**src/rtl/ramen_order_feeder.sv**
```systemverilog
// Order feeder for the ramen shop: buffers customer orders and serialises each
// one into the shop's 2-beat packet, with session open/close and day-end reporting.
module ramen_order_feeder #(
  parameter int DEPTH   = 4,
  parameter int CNT_W   = 7,
  parameter int TIMEOUT = 32
) (
  input  logic             clk,
  input  logic             rst_n,
  input  logic             ord_valid,
  output logic             ord_ready,
  input  logic [1:0]       ord_type,
  input  logic             ord_portion,
  input  logic             close_req,
  output logic             selling,
  output logic             in_valid,
  output logic [1:0]       ramen_type,
  output logic             portion,
  input  logic             out_valid_order,
  input  logic             success,
  input  logic             out_valid_tot,
  input  logic [27:0]      sold_num,
  input  logic [14:0]      total_gain,
  output logic             report_valid,
  output logic [14:0]      report_gain,
  output logic [27:0]      report_sold,
  output logic [CNT_W-1:0] ok_cnt,
  output logic [CNT_W-1:0] rej_cnt,
  output logic             err
);

  localparam int AW = $clog2(DEPTH);
  localparam int TW = $clog2(TIMEOUT + 1);

  localparam logic [2:0] S_IDLE  = 3'd0;
  localparam logic [2:0] S_OPEN  = 3'd1;
  localparam logic [2:0] S_BEAT0 = 3'd2;
  localparam logic [2:0] S_BEAT1 = 3'd3;
  localparam logic [2:0] S_WAIT  = 3'd4;
  localparam logic [2:0] S_HOLD  = 3'd5;
  localparam logic [2:0] S_CLOSE = 3'd6;

  logic [2:0]    state, state_nxt;
  logic [2:0]    mem [DEPTH];
  logic [AW:0]   wr_ptr, rd_ptr;
  logic [2:0]    head;
  logic          full, empty, push, pop, tmo;
  logic          close_pend;
  logic [TW-1:0] tcnt;

  // Extra pointer MSB distinguishes full from empty when the indices match.
  assign full      = (wr_ptr[AW] != rd_ptr[AW]) && (wr_ptr[AW-1:0] == rd_ptr[AW-1:0]);
  assign empty     = (wr_ptr == rd_ptr);
  assign ord_ready = !full;
  assign push      = ord_valid && !full;
  assign pop       = (state == S_BEAT1);
  assign head      = mem[rd_ptr[AW-1:0]];

  assign tmo = (tcnt == TW'(TIMEOUT - 1)) &&
               (((state == S_WAIT)  && !out_valid_order) ||
                ((state == S_CLOSE) && !out_valid_tot));

  // NOTE: every output gets a default first so no path through the case leaves
  // it unassigned, which would otherwise infer a latch.
  always_comb begin
    selling    = 1'b0;
    in_valid   = 1'b0;
    ramen_type = 2'd0;
    portion    = 1'b0;
    case (state)
      S_OPEN:  selling = 1'b1;
      S_BEAT0: begin
        selling    = 1'b1;
        in_valid   = 1'b1;
        ramen_type = head[2:1];
      end
      S_BEAT1: begin
        selling  = 1'b1;
        in_valid = 1'b1;
        portion  = head[0];
      end
      S_WAIT:  selling = !(close_pend && empty);
      S_HOLD:  selling = 1'b1;
      default: selling = 1'b0;
    endcase
  end

  always_comb begin
    state_nxt = state;
    case (state)
      S_IDLE:  if (!empty) state_nxt = S_OPEN;
      S_OPEN:  state_nxt = S_BEAT0;
      S_BEAT0: state_nxt = S_BEAT1;
      S_BEAT1: state_nxt = S_WAIT;
      S_WAIT: begin
        if (out_valid_order) begin
          if (!selling)    state_nxt = S_CLOSE;
          else if (!empty) state_nxt = S_BEAT0;
          else             state_nxt = S_HOLD;
        end else if (tmo) begin
          state_nxt = S_IDLE;
        end
      end
      S_HOLD:  if (!empty) state_nxt = S_BEAT0;
      S_CLOSE: if (out_valid_tot || tmo) state_nxt = S_IDLE;
      default: state_nxt = S_IDLE;
    endcase
  end

  // NOTE: state registers use non-blocking assignments so every flop samples
  // the pre-edge values regardless of statement order.
  always_ff @(posedge clk or negedge rst_n) begin
    if (!rst_n) begin
      state        <= S_IDLE;
      wr_ptr       <= '0;
      rd_ptr       <= '0;
      close_pend   <= 1'b0;
      tcnt         <= '0;
      ok_cnt       <= '0;
      rej_cnt      <= '0;
      err          <= 1'b0;
      report_valid <= 1'b0;
      report_gain  <= '0;
      report_sold  <= '0;
    end else begin
      state <= state_nxt;

      if (push) wr_ptr <= wr_ptr + (AW+1)'(1);
      // A timeout discards everything queued before this cycle.
      if (tmo)      rd_ptr <= wr_ptr;
      else if (pop) rd_ptr <= rd_ptr + (AW+1)'(1);

      if (state_nxt == S_IDLE)                  close_pend <= 1'b0;
      else if (close_req && (state != S_IDLE))  close_pend <= 1'b1;

      if ((state_nxt == S_WAIT  && state != S_WAIT) ||
          (state_nxt == S_CLOSE && state != S_CLOSE))
        tcnt <= '0;
      else if (state == S_WAIT || state == S_CLOSE)
        tcnt <= tcnt + TW'(1);

      if (state == S_IDLE && state_nxt == S_OPEN) begin
        ok_cnt  <= '0;
        rej_cnt <= '0;
      end else if (state == S_WAIT && out_valid_order) begin
        if (success && ok_cnt != '1)   ok_cnt  <= ok_cnt + CNT_W'(1);
        if (!success && rej_cnt != '1) rej_cnt <= rej_cnt + CNT_W'(1);
      end

      if (tmo) err <= 1'b1;

      report_valid <= (state == S_CLOSE) && out_valid_tot;
      if (state == S_CLOSE && out_valid_tot) begin
        report_gain <= total_gain;
        report_sold <= sold_num;
      end
    end
  end

  // NOTE: the order storage has no reset; the pointers alone define which
  // entries are live, so clearing the array would only cost reset fan-out.
  always_ff @(posedge clk) begin
    if (push) mem[wr_ptr[AW-1:0]] <= {ord_type, ord_portion};
  end

endmodule

```
**config.mk**
```make
export PLATFORM = sky130hd
export DESIGN_NAME = ramen_order_feeder
export DESIGN_NICKNAME = d
export VERILOG_FILES = /design/src/rtl/ramen_order_feeder.sv
export SDC_FILE = /design/constraint.sdc
export NUM_CORES = 1
export LEC_CHECK = 0
export BUFFER_PORTS_ARGS = -buffer_cell sky130_fd_sc_hd__buf_2
export CAP_MARGIN = 20
export CORE_MARGIN = 8
export CORE_UTILIZATION = 45
export DETAILED_ROUTE_END_ITERATION = 12
export GPL_ROUTABILITY_DRIVEN = 0
export PLACE_DENSITY = 0.72
export RECOVER_POWER = 50
export SYNTH_ARGS = -nofsm -noshare
export SYNTH_HDL_FRONTEND = slang
export SYNTH_SLANG_ARGS = --single-unit
```
**constraint.sdc**
```tcl
create_clock -name clk -period 1.61 [get_ports clk]
set_input_delay 0.0805 -clock clk [delete_from_list [all_inputs] [get_ports clk]]
set_output_delay 0.0805 -clock clk [all_outputs]
set_load 0.005 [all_outputs]
```
## Yosys cells after proc, flatten, opt, wreduce, memory -nomap -nowiden

Memory sizes are Yosys's and may differ from the RTL's.
Index checks and enable logic that the tools add are counted.

| word-level totals | value |
|---|---|
| output and inout bits | 65 |
| input port bits | 53 |
| bits in writable memories | 12 |
| flip-flop bits (word level) | 75 |
| memories kept | 1 |

| operators by class | value |
|---|---|
| reduce and logical (&&, ||, !) cells | 36 |
| equal/unequal tests | 17 |
| multiplexer cells | 26 |
| add/subtract/negate cells | 5 |

Memories:

| name | depth | width | read ports | clocked after memory_dff | wr ports | line | RTL |
|---|---|---|---|---|---|---|---|
| mem | 4 | 3 | 1 | 0 | 1 | 44 | `logic [2:0] mem [DEPTH];` |

Operators with widths:

| cell | number |
|---|---|
| 7-bit 2-to-1 mux | 6 |
| 3-bit 2-to-1 mux | 9 |
| 3-bit case mux with 7 select lines | 1 |
| 3-bit equality test (second input constant) | 5 |
| 7-bit by 1-bit adder with 7-bit output (second input constant) | 2 |
| 1-bit logical AND | 14 |
| 7-bit inequality test (second input constant) | 2 |
| 6-bit 2-to-1 mux | 2 |
| 2-bit nonzero test | 6 |
| 3-bit by 1-bit adder with 3-bit output (second input constant) | 2 |
| 6-bit by 1-bit adder with 6-bit output (second input constant) | 1 |
| 3-bit by 1-bit equality test with 1-bit output (second input constant) | 2 |
| 3-bit by 2-bit equality test with 1-bit output (second input constant) | 2 |
| 6-bit by 5-bit equality test with 1-bit output (second input constant) | 1 |
| 3-bit logical NOT | 2 |
| 1-bit 2-to-1 mux | 6 |
| 3-bit inequality test (second input constant) | 2 |
| 1-bit logical NOT | 5 |
| 1-bit logical OR | 4 |
| 2-bit AND reduction | 2 |
| 4-bit OR reduction | 1 |
| 3-bit equality test | 1 |
| 3-bit nonzero test | 1 |
| 2-bit equality test | 1 |
| other kinds (4) | 4 |

## Depth between registers and ports, before layout

| depth | value |
|---|---|
| word-level depth | 11 |
| mapped depth | 6 |

## Worst setup path after synthesis

No wires, ideal clock.

| timing path | value |
|---|---|
| kind | flip-flop to flip-flop |
| start point | register tcnt[0] |
| end point | register tcnt[0] |
| clock period less this slack | 1766 ps |
| path slack | -156 ps |
| data arrival time | 1633 ps |
| cell stages (with the launch flop) | 6 |
| buffers on the path | 0 |
| data required time | 1477 ps |
| cell sequence | dfrtp_1 ha_1 or3b_2 o211a_1 a311oi_4 nor2_1 |

| between the ends | value |
|---|---|
| word-level cells in the longest chain between the ends | 9 |

Ends and longest elaborated chain:

| item | line | RTL |
|---|---|---|
| start, declared | 49 | `logic [TW-1:0] tcnt;` |
| start signal, assigned | 140 | `tcnt <= tcnt + TW'(1);` |
| 6-bit by 5-bit equality test with 1-bit output | 59 | `assign tmo = (tcnt == TW'(TIMEOUT - 1)) &&` |
| 1-bit logical AND | 59 |  |
| 3-bit 2-to-1 mux or 1-bit logical OR (tied branches) | 100, 105 |  |
| 3-bit 2-to-1 mux, on equally long branches | 96, 105 |  |
| 3-bit case mux with 7 select lines | 90 | `case (state)` |
| 3-bit equality test, on equally long branches | 136, 137 |  |
| 1-bit logical AND, on equally long branches | 136, 137 |  |
| 1-bit logical OR | 136 | `if ((state_nxt == S_WAIT && state != S_WAIT) \|\|` |
| 6-bit 2-to-1 mux or 2-bit nonzero test (tied branches) | -- |  |

Parallel ways exist; a longest one is shown, timed or not. The select of a mux whose other input is x is not followed.
A chain may end at the register's enable or synchronous reset.

## Worst setup path after layout

| timing path | value |
|---|---|
| start point | register wr_ptr[2] |
| end point | register tcnt[2] |

| between the ends | value |
|---|---|
| word-level cells in the longest chain between the ends | 11 |

Ends and longest elaborated chain:

| item | line | RTL |
|---|---|---|
| start, declared | 45 | `logic [AW:0] wr_ptr, rd_ptr;` |
| start signal, assigned | 128 | `if (push) wr_ptr <= wr_ptr + (AW+1)'(1);` |
| 3-bit equality test (*) | 53 | `assign empty = (wr_ptr == rd_ptr);` |
| 1-bit logical AND | 82 | `S_WAIT: selling = !(close_pend && empty);` |
| 1-bit logical NOT | 82 |  |
| 1-bit case mux with 2 select lines | 70 | `case (state)` |
| 3-bit 2-to-1 mux | 97 | `if (!selling) state_nxt = S_CLOSE;` |
| 3-bit 2-to-1 mux | 96 | `if (out_valid_order) begin` |
| 3-bit case mux with 7 select lines (*) | 90 |  |
| 3-bit equality test, on equally long branches | 136, 137 |  |
| 1-bit logical AND, on equally long branches | 136, 137 |  |
| 1-bit logical OR (*) | 136 |  |
| 6-bit 2-to-1 mux or 2-bit nonzero test (tied branches) | -- |  |

Mark *: on every way between the ends. The rest lies on a longest branch, timed or not.

==> results.json <==
{
  "finClkSkew_ns": 0.008415,
  "stdcell_area_um2": 5739,
  "async_flop_share": 0.8621,
  "ys_types": 46,
  "drt_iter0_drc": 81,
  "first_global_vias": 3262,
  "cts_tree": "built",
  "root_buffer": "clkbuf_8",
  "path_clk_slew_ns": 0.09,
  "die_x_um": 108.6,
  "synth_area_per_cell_um2": 13.40,
  "max_stage_delay_ns": 0.42,
  "min_path_type": "input pin to register",
  "grt_max_degree": 45,
  "die_y_um": 108.6,
  "startpoint": "wr_ptr[2]$_DFFE_PN0P_",
  "crit_required_ns": 1.83,
  "leakage_nw": 2.686,
  "fin_total_pwr_w": 0.009280,
  "grt_setup_unrepaired": "yes",
  "coreArea_um2": 8258,
  "final-setup-viol-count": 28,
  "antenna_found_initial": 0,
  "fin_crit_sh": 1.138,
  "yosys_register_bits": 87,
  "p_per_area_nw_per_um2": 1617,
  "hold_path_depth": 4,
  "synth-edff-count": 12,
  "synth_seq_area_share": 0.5798,
  "drc": 0,
  "syn_area_um2": 3859,
  "path_class": "register to register",
  "htreeDepth": 3,
  "endpoint_kind": "register",
  "pin_count": 118,
  "clock.fmax_ghz": 0.5456,
  "drive_gt1_frac": 0.4767,
  "cts_buffers": 9,
  "holdWs_ns": 0.1011,
  "violations": "setup timing",
  "synth_cells": 288,
  "crit_slowest_cell": "a311oi_4",
  "synth_area_leaders": "dfrtp_1 (49%), mux2_2 (13%), edfxtp_1 (9.3%), ha_1 (2.6%), xor2_1 (2.3%)",
  "period_needed_ns": 1.833,
  "pre_cts_ws_ns": -0.1942,
  "cts.sinks": 87,
  "r2r-start": "wr_ptr[2]$_DFFE_PN0P_",
  "cts_buffer_depth": 2,
  "layout_commonest_cell": "buf_2",
  "area_delta_synth_final_pct": 48.74,
  "r2r_cells": 5,
  "worst_slew_margin_rel": 0.4566,
  "wl_mm": 9.935,
  "numPortBuffers": 117,
  "synth-main-ff-cell": "dfrtp_1",
  "insertion_delay_ns": 0.34,
  "cap_violations": 0,
  "wl_per_cell_um": 16.02,
  "dpl.hpwl_mm": 6.856,
  "dieArea_um2": 11790,
  "layout.nets": 570,
  "syn_nets": 349,
  "ys_warn_count": 0,
  "fillers": 611,
  "worstSetupStartpointType": "register",
  "setup_slack_ns": -0.2227,
  "via_count": 3049,
  "grt_usage": 0.1641,
  "cp.arrival_ns": 2.05,
  "initial_core_util": 0.4673,
  "avgViaCountPerCell": 4.918,
  "hold_viol": 0,
  "vdd_ir_drop_max_uv": 875.7,
  "place_area_um2": 4952,
  "worst_slew_pin_slew_ns": 0.8151,
  "drv_slew": 0,
  "status": "complete, but fails checks",
  "final_cell_mix": "buf_2 (96), dfrtp_1 (71), dlygate4sd3_1 (47)",
  "grt_pass1_wl_mm": 15.38,
  "critPathMaxFanout": 6,
  "grt.overflow.total": 0,
  "rows": 33,
  "min_from": "success",
  "antenna_left": 0,
  "drtPass1Iterations": 4,
  "yosysTopAreaCell": "dfrtp_1",
  "path_cells": "xor2_2, nor4_4, o211ai_1, a311oi_4, nor2_1",
  "synth_top_area_frac": 0.4864
}
-- critical path, delay by kind of cell (launching register included) --
kind	cells	cell delay, ns
compound gates	2	0.66
simple gates	2	0.43
flops	1	0.41
xor+xnor	1	0.21
-- synthesized netlist by cell type, drive strengths merged, types with 2 or more instances --
library cell,count
dfrtp,75
mux2,43
nand2,18
nor2,17
xor2,13
edfxtp,12
inv,9
a21oi,8
buf,8
ha,8
o21ai,8
xnor2,8
nand3,7
and2,5
nor3,5
nor2b,4
mux4,3
nand4,3
nor4,3
a311o,2
a311oi,2
and4,2
clkbuf,2
mux2i,2
nand2b,2
nor3b,2
or2,2
or3,2
-- kinds of logic (layout without fill, tap and decap cells) --
family,Yosys count,after routing,share of synthesized area
buf+inv,19,245,0.02237
flops,87,87,0.5798
xor+xnor,21,21,0.05350
mux,48,48,0.1482
other cells,0,1,0
simple gates,75,75,0.1086
compound gates,30,30,0.06161
fa+ha+maj,8,8,0.02594
-- flip-flops by register name, summed over array words and instances, names as in the netlist --
name          flops
close_pend        1
rej_cnt           7
report_gain      15
report_sold      28
state             3
err               1
report_valid      1
tcnt              6
ok_cnt            7
wr_ptr            3
rd_ptr            3
mem              12
-- stage by stage --
step / std cells / setup TNS [ns] / util
after floorplan: 288 / -0.7723 / -
after global placement: 551 / -0.8151 / 0.5997
after detailed placement: 551 / -2.345 / 0.5997
after CTS: 619 / -5.702 / 0.6885
after global routing: 619 / -5.616 / 0.6947
final: 620 / -3.794 / 0.6950
-- cell type report --
cell class	count	area (µm²)	share of cell area
flip-flops and latches	87	2242	0.3907
multi-input cells	182	1652	0.2878
clock buffers	9	123.9	0.02158
inverters	9	33.78	0.005886
repair buffers	220	1499	0.2612
well taps	105	131.4	0.02289
diodes	1	2.502	0.0004360
clock inverters	7	55.05	0.009592
-- layer usage --
| metal | share of wire | GRT usage | wire (µm) | vias to the layer above |
|---|---|---|---|---|
| li1 | - | - | - | 1457 |
| met1 | 0.36 | 0.1695 | 3563 | 1492 |
| met2 | 0.58 | 0.3165 | 5744 | 81 |
| met3 | 0.045 | 0.02915 | 447 | 19 |
| met4 | 0.018 | 0.06843 | 180 | 0 |
| met5 | 0 | 0 | 0 | - |
-- final timing paths --
| path | end | slack, ns |
|---|---|---|
| worst min-delay path | rej_cnt[6]$_DFFE_PN0P_ | 0.10 |
| max in group asynchronous | report_sold[23]$_DFFE_PN0P_ | 0.26 |
| min in group asynchronous | report_sold[7]$_DFFE_PN0P_ | 0.35 |
| worst min register to register | err$_DFFE_PN0P_ | 0.48 |
| worst max register to register | tcnt[2]$_DFFE_PN0P_ | -0.22 |
| worst max-delay path | tcnt[2]$_DFFE_PN0P_ | -0.22 |
-- what timing repair did --
item	CTS	global route
pin swaps	9	2
gates cloned	0	1
endpoints found under the hold margin	85	0
resized for setup	18	12
hold buffers	47	0
buffers inserted	5	0
endpoints found under the setup margin	40	62
-- report_power, final --
group          switching (W)  total (W)  internal, W
clock               0.000805    0.00139     0.000583
combinational        0.00198    0.00432      0.00234
sequential          0.000518    0.00357      0.00305
No activity file was read; power rests on OpenSTA's default activity.
